[src/rtl/ccsds_pack_pkg.sv]
// Shared constants and FSM state type for the codeword packer.
package ccsds_pack_pkg;

   localparam int unsigned OUT_WIDTH_DEF = 32;
   localparam int unsigned ACC_WIDTH_DEF = 128;
   localparam int unsigned LEN_W         = 6;

   typedef enum logic [0:0] {
      ST_RUN   = 1'b0,
      ST_FLUSH = 1'b1
   } pack_state_e;

endpackage

[src/rtl/codeword_align.sv]
// Places a right-aligned codeword MSB-first at bit offset fill_i, counted
// down from the accumulator MSB. Bits above len_i in the input are masked off.
module codeword_align
   import ccsds_pack_pkg::*;
#(
   parameter int unsigned DATA_W = 54,
   parameter int unsigned ACC_W  = 128,
   parameter int unsigned FILL_W = 8
) (
   input  logic [DATA_W-1:0] data_i,
   input  logic [LEN_W-1:0]  len_i,
   input  logic [FILL_W-1:0] fill_i,
   output logic [ACC_W-1:0]  aligned_o
);

   logic [ACC_W-1:0]  data_ext;
   logic [ACC_W-1:0]  len_mask;
   logic [FILL_W+1:0] shamt;

   always_comb begin
      data_ext = ACC_W'(data_i);
      len_mask = ~({ACC_W{1'b1}} << len_i);
      // Only meaningful when fill+len fits; otherwise the result is discarded.
      shamt = (FILL_W+2)'(ACC_W) - (FILL_W+2)'(fill_i) - (FILL_W+2)'(len_i);
      aligned_o = (data_ext & len_mask) << shamt;
   end

endmodule

[src/rtl/codeword_packer.sv]
// Packs variable-length codewords MSB-first into OUT_WIDTH words with flush.
// Optional segment bit counter output enabled by CODEWORD_PACKER_BITCOUNT_EN.
module codeword_packer
   import ccsds_pack_pkg::*;
#(
   parameter int unsigned ENCODE_DATALENGTH = 54,
   parameter int unsigned OUT_WIDTH         = OUT_WIDTH_DEF,
   parameter int unsigned ACC_WIDTH         = ACC_WIDTH_DEF
) (
   input  logic                         clk_i,
   input  logic                         rst_i,
   input  logic                         encode_match_i,
   input  logic [LEN_W-1:0]             encode_match_length_i,
   input  logic [ENCODE_DATALENGTH-1:0] encode_match_data_i,
   input  logic                         last_i,
   output logic                         word_valid_o,
   input  logic                         word_ready_i,
   output logic [OUT_WIDTH-1:0]         word_data_o,
   output logic                         word_last_o,
   output logic                         overflow_o,
   output logic                         err_o
`ifdef CODEWORD_PACKER_BITCOUNT_EN
   ,
   output logic [31:0]                  seg_bits_o
`endif
);

   localparam int unsigned FILL_W = $clog2(ACC_WIDTH + 1);
   localparam int unsigned SUM_W  = FILL_W + 1;

   pack_state_e            state_q, state_d;
   logic [ACC_WIDTH-1:0]   acc_q, acc_d;
   logic [FILL_W-1:0]      fill_q, fill_d;
   logic                   word_valid_q, word_valid_d;
   logic [OUT_WIDTH-1:0]   word_data_q, word_data_d;
   logic                   word_last_q, word_last_d;
   logic                   overflow_q, overflow_d;
   logic                   err_q, err_d;

   logic                   len_err;
   logic [LEN_W-1:0]       len_clamp;
   logic [SUM_W-1:0]       fill_sum;
   logic [SUM_W-1:0]       fill_add;
   logic [ACC_WIDTH-1:0]   aligned;
   logic [ACC_WIDTH-1:0]   acc_nxt;
   logic                   append;
   logic                   extract;
   logic                   extract_last;
   logic                   out_free;
   logic                   accepted;

   codeword_align #(
      .DATA_W (ENCODE_DATALENGTH),
      .ACC_W  (ACC_WIDTH),
      .FILL_W (FILL_W)
   ) u_align (
      .data_i    (encode_match_data_i),
      .len_i     (len_clamp),
      .fill_i    (fill_q),
      .aligned_o (aligned)
   );

   always_comb begin
      len_err   = encode_match_i && (32'(encode_match_length_i) > ENCODE_DATALENGTH);
      len_clamp = len_err ? LEN_W'(ENCODE_DATALENGTH) : encode_match_length_i;
      fill_sum  = SUM_W'(fill_q) + SUM_W'(len_clamp);
   end

   always_comb begin
      state_d      = state_q;
      acc_d        = acc_q;
      fill_d       = fill_q;
      word_valid_d = word_valid_q;
      word_data_d  = word_data_q;
      word_last_d  = word_last_q;
      overflow_d   = overflow_q;
      err_d        = err_q;
      append       = 1'b0;
      extract      = 1'b0;
      extract_last = 1'b0;
      out_free     = !word_valid_q || word_ready_i;
      accepted     = word_valid_q && word_ready_i;

      if (accepted) begin
         word_valid_d = 1'b0;
      end

      case (state_q)
         ST_RUN: begin
            if (encode_match_i && (len_clamp != '0)) begin
               if (len_err) begin
                  err_d = 1'b1;
               end
               if (fill_sum <= SUM_W'(ACC_WIDTH)) begin
                  append = 1'b1;
               end else begin
                  overflow_d = 1'b1;
               end
            end
            extract = out_free && (fill_q >= FILL_W'(OUT_WIDTH));
            if (last_i) begin
               state_d = ST_FLUSH;
            end
         end
         ST_FLUSH: begin
            if (encode_match_i) begin
               err_d = 1'b1;
            end
            // A pending final word blocks further loads until it is taken.
            if (accepted && word_last_q) begin
               state_d = ST_RUN;
            end else if (out_free && !(word_valid_q && word_last_q)) begin
               extract      = 1'b1;
               extract_last = (fill_q <= FILL_W'(OUT_WIDTH));
            end
         end
         default: state_d = ST_RUN;
      endcase

      // Extraction decision uses pre-append fill, so the top word is never
      // touched by a same-cycle append.
      acc_nxt  = append ? (acc_q | aligned) : acc_q;
      fill_add = append ? fill_sum : SUM_W'(fill_q);

      if (extract) begin
         word_valid_d = 1'b1;
         word_data_d  = acc_nxt[ACC_WIDTH-1 -: OUT_WIDTH];
         word_last_d  = extract_last;
         acc_d        = acc_nxt << OUT_WIDTH;
         fill_d       = extract_last ? '0 : FILL_W'(fill_add - SUM_W'(OUT_WIDTH));
      end else begin
         acc_d  = acc_nxt;
         fill_d = FILL_W'(fill_add);
      end
   end

   always_ff @(posedge clk_i or posedge rst_i) begin
      if (rst_i) begin
         state_q      <= ST_RUN;
         acc_q        <= '0;
         fill_q       <= '0;
         word_valid_q <= 1'b0;
         word_data_q  <= '0;
         word_last_q  <= 1'b0;
         overflow_q   <= 1'b0;
         err_q        <= 1'b0;
      end else begin
         state_q      <= state_d;
         acc_q        <= acc_d;
         fill_q       <= fill_d;
         word_valid_q <= word_valid_d;
         word_data_q  <= word_data_d;
         word_last_q  <= word_last_d;
         overflow_q   <= overflow_d;
         err_q        <= err_d;
      end
   end

   assign word_valid_o = word_valid_q;
   assign word_data_o  = word_data_q;
   assign word_last_o  = word_last_q;
   assign overflow_o   = overflow_q;
   assign err_o        = err_q;

`ifdef CODEWORD_PACKER_BITCOUNT_EN
   logic [31:0] seg_cnt_q, seg_cnt_d;
   logic [31:0] seg_bits_q, seg_bits_d;
   logic [31:0] seg_cnt_plus;

   always_comb begin
      seg_cnt_d    = seg_cnt_q;
      seg_bits_d   = seg_bits_q;
      seg_cnt_plus = seg_cnt_q + (append ? 32'(len_clamp) : 32'd0);
      if ((state_q == ST_RUN) && last_i) begin
         seg_bits_d = seg_cnt_plus;
         seg_cnt_d  = '0;
      end else begin
         seg_cnt_d = seg_cnt_plus;
      end
   end

   always_ff @(posedge clk_i or posedge rst_i) begin
      if (rst_i) begin
         seg_cnt_q  <= '0;
         seg_bits_q <= '0;
      end else begin
         seg_cnt_q  <= seg_cnt_d;
         seg_bits_q <= seg_bits_d;
      end
   end

   assign seg_bits_o = seg_bits_q;
`endif

endmodule

[config.mk]
export PLATFORM = sky130hd
export DESIGN_NAME = codeword_packer
export DESIGN_NICKNAME = d
export VERILOG_FILES = /design/src/rtl/ccsds_pack_pkg.sv /design/src/rtl/codeword_align.sv /design/src/rtl/codeword_packer.sv
export SDC_FILE = /design/constraint.sdc
export NUM_CORES = 1
export LEC_CHECK = 0
export CAP_MARGIN = 5
export CORE_UTILIZATION = 35
export CTS_CLUSTER_DIAMETER = 200
export CTS_CLUSTER_SIZE = 16
export DETAILED_ROUTE_END_ITERATION = 12
export MAX_ROUTING_LAYER = met4
export PLACE_DENSITY_LB_ADDON = 0.25
export SYNTH_ARGS = -nofsm -noshare
export SYNTH_HDL_FRONTEND = slang
export SYNTH_SLANG_ARGS = --single-unit
[constraint.sdc]
create_clock -name clk_i -period 11.57 [get_ports clk_i]
set_input_delay 1.157 -clock clk_i [delete_from_list [all_inputs] [get_ports clk_i]]
set_output_delay 1.157 -clock clk_i [all_outputs]
set_load 0.05 [all_outputs]
# After elaboration in Yosys (flattened, before gate mapping)
# Cells that the tools add are included.
# classes
n_addsub	4
mul	0
div	0
magnitude_cmp	4
n_eq_ne	3
n_shift	2
n_mux	24
bitwise	5
n_reduce_logical	14
# ops
cell	count
128-bit two-way mux	2
54-bit by 128-bit bitwise AND with 128-bit output	1
128-bit NOT	1
128-bit bitwise OR	1
128-bit by 10-bit left shift with 128-bit output	1
128-bit by 6-bit left shift with 128-bit output, first input constant	1
8-bit two-way mux	3
1-bit two-way mux	15
10-bit by 6-bit subtractor with 10-bit output	1
8-bit by 6-bit adder with 9-bit output	1
9-bit by 8-bit less-or-equal comparator with 1-bit output, second input constant	1
8-bit by 8-bit subtractor with 9-bit output, first input constant	1
8-bit by 6-bit >= comparator with 1-bit output, second input constant	1
8-bit by 6-bit less-or-equal comparator with 1-bit output, second input constant	1
8-bit by 6-bit subtractor with 8-bit output, second input constant	1
1-bit logical AND	7
6-bit greater-than comparator, second input constant	1
6-bit two-way mux	1
2-bit inequality test, second input constant	3
1-bit one-hot mux with 2 select lines	3
3-bit AND reduction	2
6-bit nonzero test	1
1-bit logical NOT	2
1-bit NOT	2
other kinds (2)	2
# totals
ff_bits	173
latch_bits	0
ramBits	0
romBits	0
inputBits	65
output_inout_bits	36
wordCells	64
n_memories	0

# Depth between registers and ports, before layout
# depth
word_depth	12
mapped_depth	23
depth_no_buf	18

# By module
# Synthesis repeated with hierarchy kept, for this count alone.
# unflattened
cells_unflattened	1893
area_unflattened_um2	15453.6
# by_module_without_submodules
mod	n_inst	cells_per_inst	area_each_um2	seq_area_each_um2
codeword_align	1	1242	7736.2	0.0
codeword_packer	1	651	7717.4	4329.2

# Worst setup path after synthesis
# OpenSTA, ideal clock, no wires.
# synth_path
path_kind	in2reg
start	in encode_match_length_i[2]
end	reg acc_q[110]
setup_time_ps	121
t_arrival_ps	5187
required_time_ps	11449
slack_ps	6262
stages	20
n_path_buf	5
cell_sequence	buf_2 > buf_2 > buf_1 > a31oi_1 > o21a_1 > ha_1 > inv_1 > fa_1 > xnor2_2 > clkbuf_1 > buf_2 > o21ai_0 > o22ai_1 > a211oi_1 > a21oi_1 > mux2i_1 > a221o_1 > nor2_1 > a21oi_1 > o22a_1
# synth_between
elab_chain_cells	10
# synth_rtl
item	line	source
from (decl)	codeword_packer.sv:13	input logic [LEN_W-1:0] encode_match_length_i,
6-bit greater-than comparator	codeword_packer.sv:64	len_err = encode_match_i && (32'(encode_match_length_i) > ENCODE_DATALENGTH);
1-bit logical AND	codeword_packer.sv:64	
6-bit two-way mux (*)	codeword_packer.sv:65	len_clamp = len_err ? LEN_W'(ENCODE_DATALENGTH) : encode_match_length_i;
128-bit by 6-bit left shift with 128-bit output / 8-bit by 6-bit adder with 9-bit output (equally long branches)	codeword_align.sv:22, codeword_packer.sv:66	
128-bit NOT / 9-bit by 8-bit less-or-equal comparator with 1-bit output (equally long branches)	codeword_align.sv:22, codeword_packer.sv:94	
54-bit by 128-bit bitwise AND with 128-bit output / 1-bit two-way mux (equally long branches)	codeword_align.sv:25, codeword_packer.sv:94	
128-bit by 10-bit left shift with 128-bit output / 1-bit two-way mux (equally long branches)	codeword_align.sv:25, codeword_packer.sv:90	
128-bit bitwise OR / 1-bit two-way mux (equally long branches)	codeword_packer.sv:122, codeword_packer.sv:88	
128-bit two-way mux (*)	codeword_packer.sv:122	acc_nxt = append ? (acc_q | aligned) : acc_q;
128-bit two-way mux (*)	codeword_packer.sv:125	if (extract) begin
net acc_d[110]	codeword_packer.sv:32	logic [ACC_WIDTH-1:0] acc_q, acc_d;
to (signal assigned)	codeword_packer.sv:140	acc_q <= '0;
to (signal assigned)	codeword_packer.sv:149	acc_q <= acc_d;
to (decl)	codeword_packer.sv:32	
# The timed path passes the listed nets; every way through them passes the cells marked *.
# A chain may end at the register's enable or synchronous reset.

# Worst setup path after layout
# layout_path
start	in encode_match_length_i[4]
end	reg acc_q[86]
# Same word-level chain as after synthesis.

==> results.sh <==
export IMPL_route_detailed_drc=0
export IMPL_layout_drive_gt1_share_pct=8.454
export IMPL_post_drt_wl_per_cell_um=25.72
export IMPL_finalSetupViolations=0
export IMPL_hold_violations=0
export IMPL_post_synth_top_area_fraction_pct=28.58
export IMPL_ys_seq_elements=173
export IMPL_diodes=0
export IMPL_syn_instance_count=1925
export IMPL_synth_commonest_cells="248 x nor2_1, 189 x nand2_1, 173 x dfrtp_1"
export IMPL_path_class="in -> reg"
export IMPL_period_share_pct=61.68
export IMPL_port_buffer_count=100
export IMPL_ys_flop_type="dfrtp_1"
export IMPL_crit_slowest_cell="a2111oi_0"
export IMPL_max_cap_viol_count=0
export IMPL_cts_root_buf="clkbuf_16"
export IMPL_clock_latency_ns=0.45
export IMPL_cts_tree="built"
export IMPL_critical_path_max_fanout=63
export IMPL_dpl_cell_area_sq_um=16460
export IMPL_yosysWarnings=0
export IMPL_ctsHoldBuffers=0
export IMPL_rsz0062_at_grt="false"
export IMPL_postCtsSetupBuffers=0
export IMPL_htree_levels=4
export IMPL_dp_slack_ns=4.148
export IMPL_numCtsBuffers=17
export IMPL_final_nets=1994
export IMPL_chipHeight_um=210.0
export IMPL_syn_to_final_growth_pct=12.27
export IMPL_cp_arrival_ns=7.50
export IMPL_clock_sinks=173
export IMPL_tightest_slew_ns=1.280
export IMPL_syn_num_nets=2003
export IMPL_instances_no_fill=2505
export IMPL_synth_area_leader_cell="dfrtp_1"
export IMPL_final_area_sq_um=17010
export IMPL_grt_pass1_vias=15330
export IMPL_async_flop_share_pct=100.0
export IMPL_routabilityCongestion=0.9982
export IMPL_synth_edff_count=0
export IMPL_syn_area_sq_um=15150
export IMPL_yosysMostFrequentCell="nor2_1"
export IMPL_grt_max_degree=95
export IMPL_coreArea_sq_um=42320
export IMPL_finalClockSkew_ns=0.01128
export IMPL_ioPinCount=101
export IMPL_synth_area_leaders="dfrtp_1 29%, nor2_1 6.1%, mux2i_1 5.7%"
export IMPL_die_w_um=210.0
export IMPL_dp_hpwl_mm=46.83
export IMPL_seq_area_frac_synth_pct=28.58
export IMPL_synth_cell_types=101
export IMPL_drtIter0Drc=1938
export IMPL_grt_total_usage_pct=30.05
export IMPL_crit_required_ns=11.93
export IMPL_grt_remaining_overflow=0
export IMPL_slew_headroom_pct=13.93
export IMPL_crit_chain="clkdlybuf4s50_1 > buf_4 > nand3_1 > o21a_1 > ha_2 > buf_4 > mux2i_1 > a2111oi_0 > a32oi_1 > nand2_1 > a21oi_1 > a21oi_1 > mux2i_1 > o22ai_1 > a21oi_1 > a22oi_1"
export IMPL_holdCritPathClass="reg -> reg"
export IMPL_dr_pass1_iters=6
export IMPL_die_area_sq_um=44120
export IMPL_totalWireLength_mm=64.42
export IMPL_antenna_left=0
export IMPL_worst_setup_path_end_kind="register"
export IMPL_fin_crit_ns=7.136
export IMPL_num_rows=75
export IMPL_cpMostUsedCell="a21oi_1"
export IMPL_slowest_delay_ns=0.97
export IMPL_post_cts_resize_count=0
export IMPL_finalSetupTns_ns=0
export IMPL_crit_path_start_kind="input port"
export IMPL_grt_pass1_wl_mm=98.05
export IMPL_antenna_found_initial=0
export IMPL_clk_path_buf_depth=2
export IMPL_avgSynthCellArea_sq_um=7.869
export IMPL_numPlacedInstances=2474
export IMPL_vias=16260
export IMPL_max_freq_ghz=0.1401
export IMPL_initial_core_util_pct=35.79
export IMPL_setup_ws_ns=4.434
export IMPL_drt_vias_per_instance=6.490
export IMPL_run_status="finished clean"
export IMPL_clk_pin_slew_ns=0.07
export IMPL_report_final_slew_viol_count=0
[worst paths after layout]
kind | slack [ns] | from | end | cells after the start
setup / recovery | 4.43 | encode_match_length_i[4] | acc_q[86]$_DFF_PP0_ | 16
setup reg to reg | 6.22 | fill_q[3]$_DFF_PP0_ | acc_q[33]$_DFF_PP0_ | 13
hold / removal | 0.48 | err_o$_DFFE_PP0P_ | err_o$_DFFE_PP0P_ | 1
max in group asynchronous | 8.78 | rst_i | fill_q[0]$_DFF_PP0_ | 3
hold reg to reg | 0.48 | err_o$_DFFE_PP0P_ | err_o$_DFFE_PP0P_ | 1
min in group asynchronous | 1.23 | rst_i | word_data_o[31]$_DFFE_PP0P_ | 2
[per-stage QoR]
stage,utilization [%],hold slack (ns)
2_1_floorplan,-,0.4490
3_3_place_gp,38.90,0.4569
3_5_place_dp,38.90,0.4570
4_1_cts,40.19,0.4838
5_1_grt,40.19,0.5021
6_report,40.19,0.4780
[final cells by class]
cell class / instances / area (sq um)
fill: 4301 / 25310
sequential: 173 / 4329
timing repair buffer: 138 / 1286
multi-input combinational: 1554 / 10000
inverter: 32 / 125.1
clock buffer: 19 / 432.9
tap: 577 / 721.9
clock inverter: 12 / 112.6
[worst max-delay path, delay by kind of cell]
family / cells / cell delay (ns)
buffers and inverters: 3 / 1.56
AOI/OAI and AO/OA: 8 / 2.88
muxes: 2 / 0.41
and+or+nand+nor: 2 / 0.72
adders and majority gates: 1 / 0.70
[routing by layer]
layer	global-route usage, %	part of all wire (%)
met5	-	0
met4	9.514	2.8
met3	4.187	7.2
met2	45.79	46
met1	41.11	44
[flip-flops by register name, indices dropped and copies added, names as in the netlist]
name,count
overflow_o,1
word_data_o,32
state_q,1
err_o,1
word_valid_o,1
acc_q,128
fill_q,8
word_last_o,1
[cell usage in the layout, fill, tap and decap left out, types with 13 or more instances in the layout]
cell type        instances
nor3_1                  61
a311oi_1                14
dfrtp_1                173
inv_1                   30
buf_4                   38
nand2_1                187
nor2_1                 246
a21o_1                  17
a21oi_1                154
o211ai_1                20
o21ai_0                 84
mux2i_1                 86
and2_1                  14
a2111oi_0               13
clkbuf_16               17
o21a_1                  13
o31ai_1                 15
mux2_2                  21
nand4_1                 16
o21ai_1                 36
nand3_1                 65
nand2b_1                27
clkdlybuf4s50_1        100
o2bb2ai_1               13
a211oi_1                38
a31oi_1                 31
o22ai_1                 35
a22oi_1                 56
[cell families (layout without fill, tap and decap cells)]
logic type                 after synthesis  after routing  share of synthesized area (%)
and+or+nand+nor                        696            696                          20.94
DFF                                    173            173                          28.58
buffers and inverters                  198            201                          5.897
xor gates and xnor gates                18             18                          1.231
AOI/OAI and AO/OA                      708            708                          33.24
muxes                                  118            118                          8.879
adders and majority gates               14             14                          1.239
Power is not shown: default switching activity piles up to over one toggle a cycle in this logic, so the estimate is an artifact.
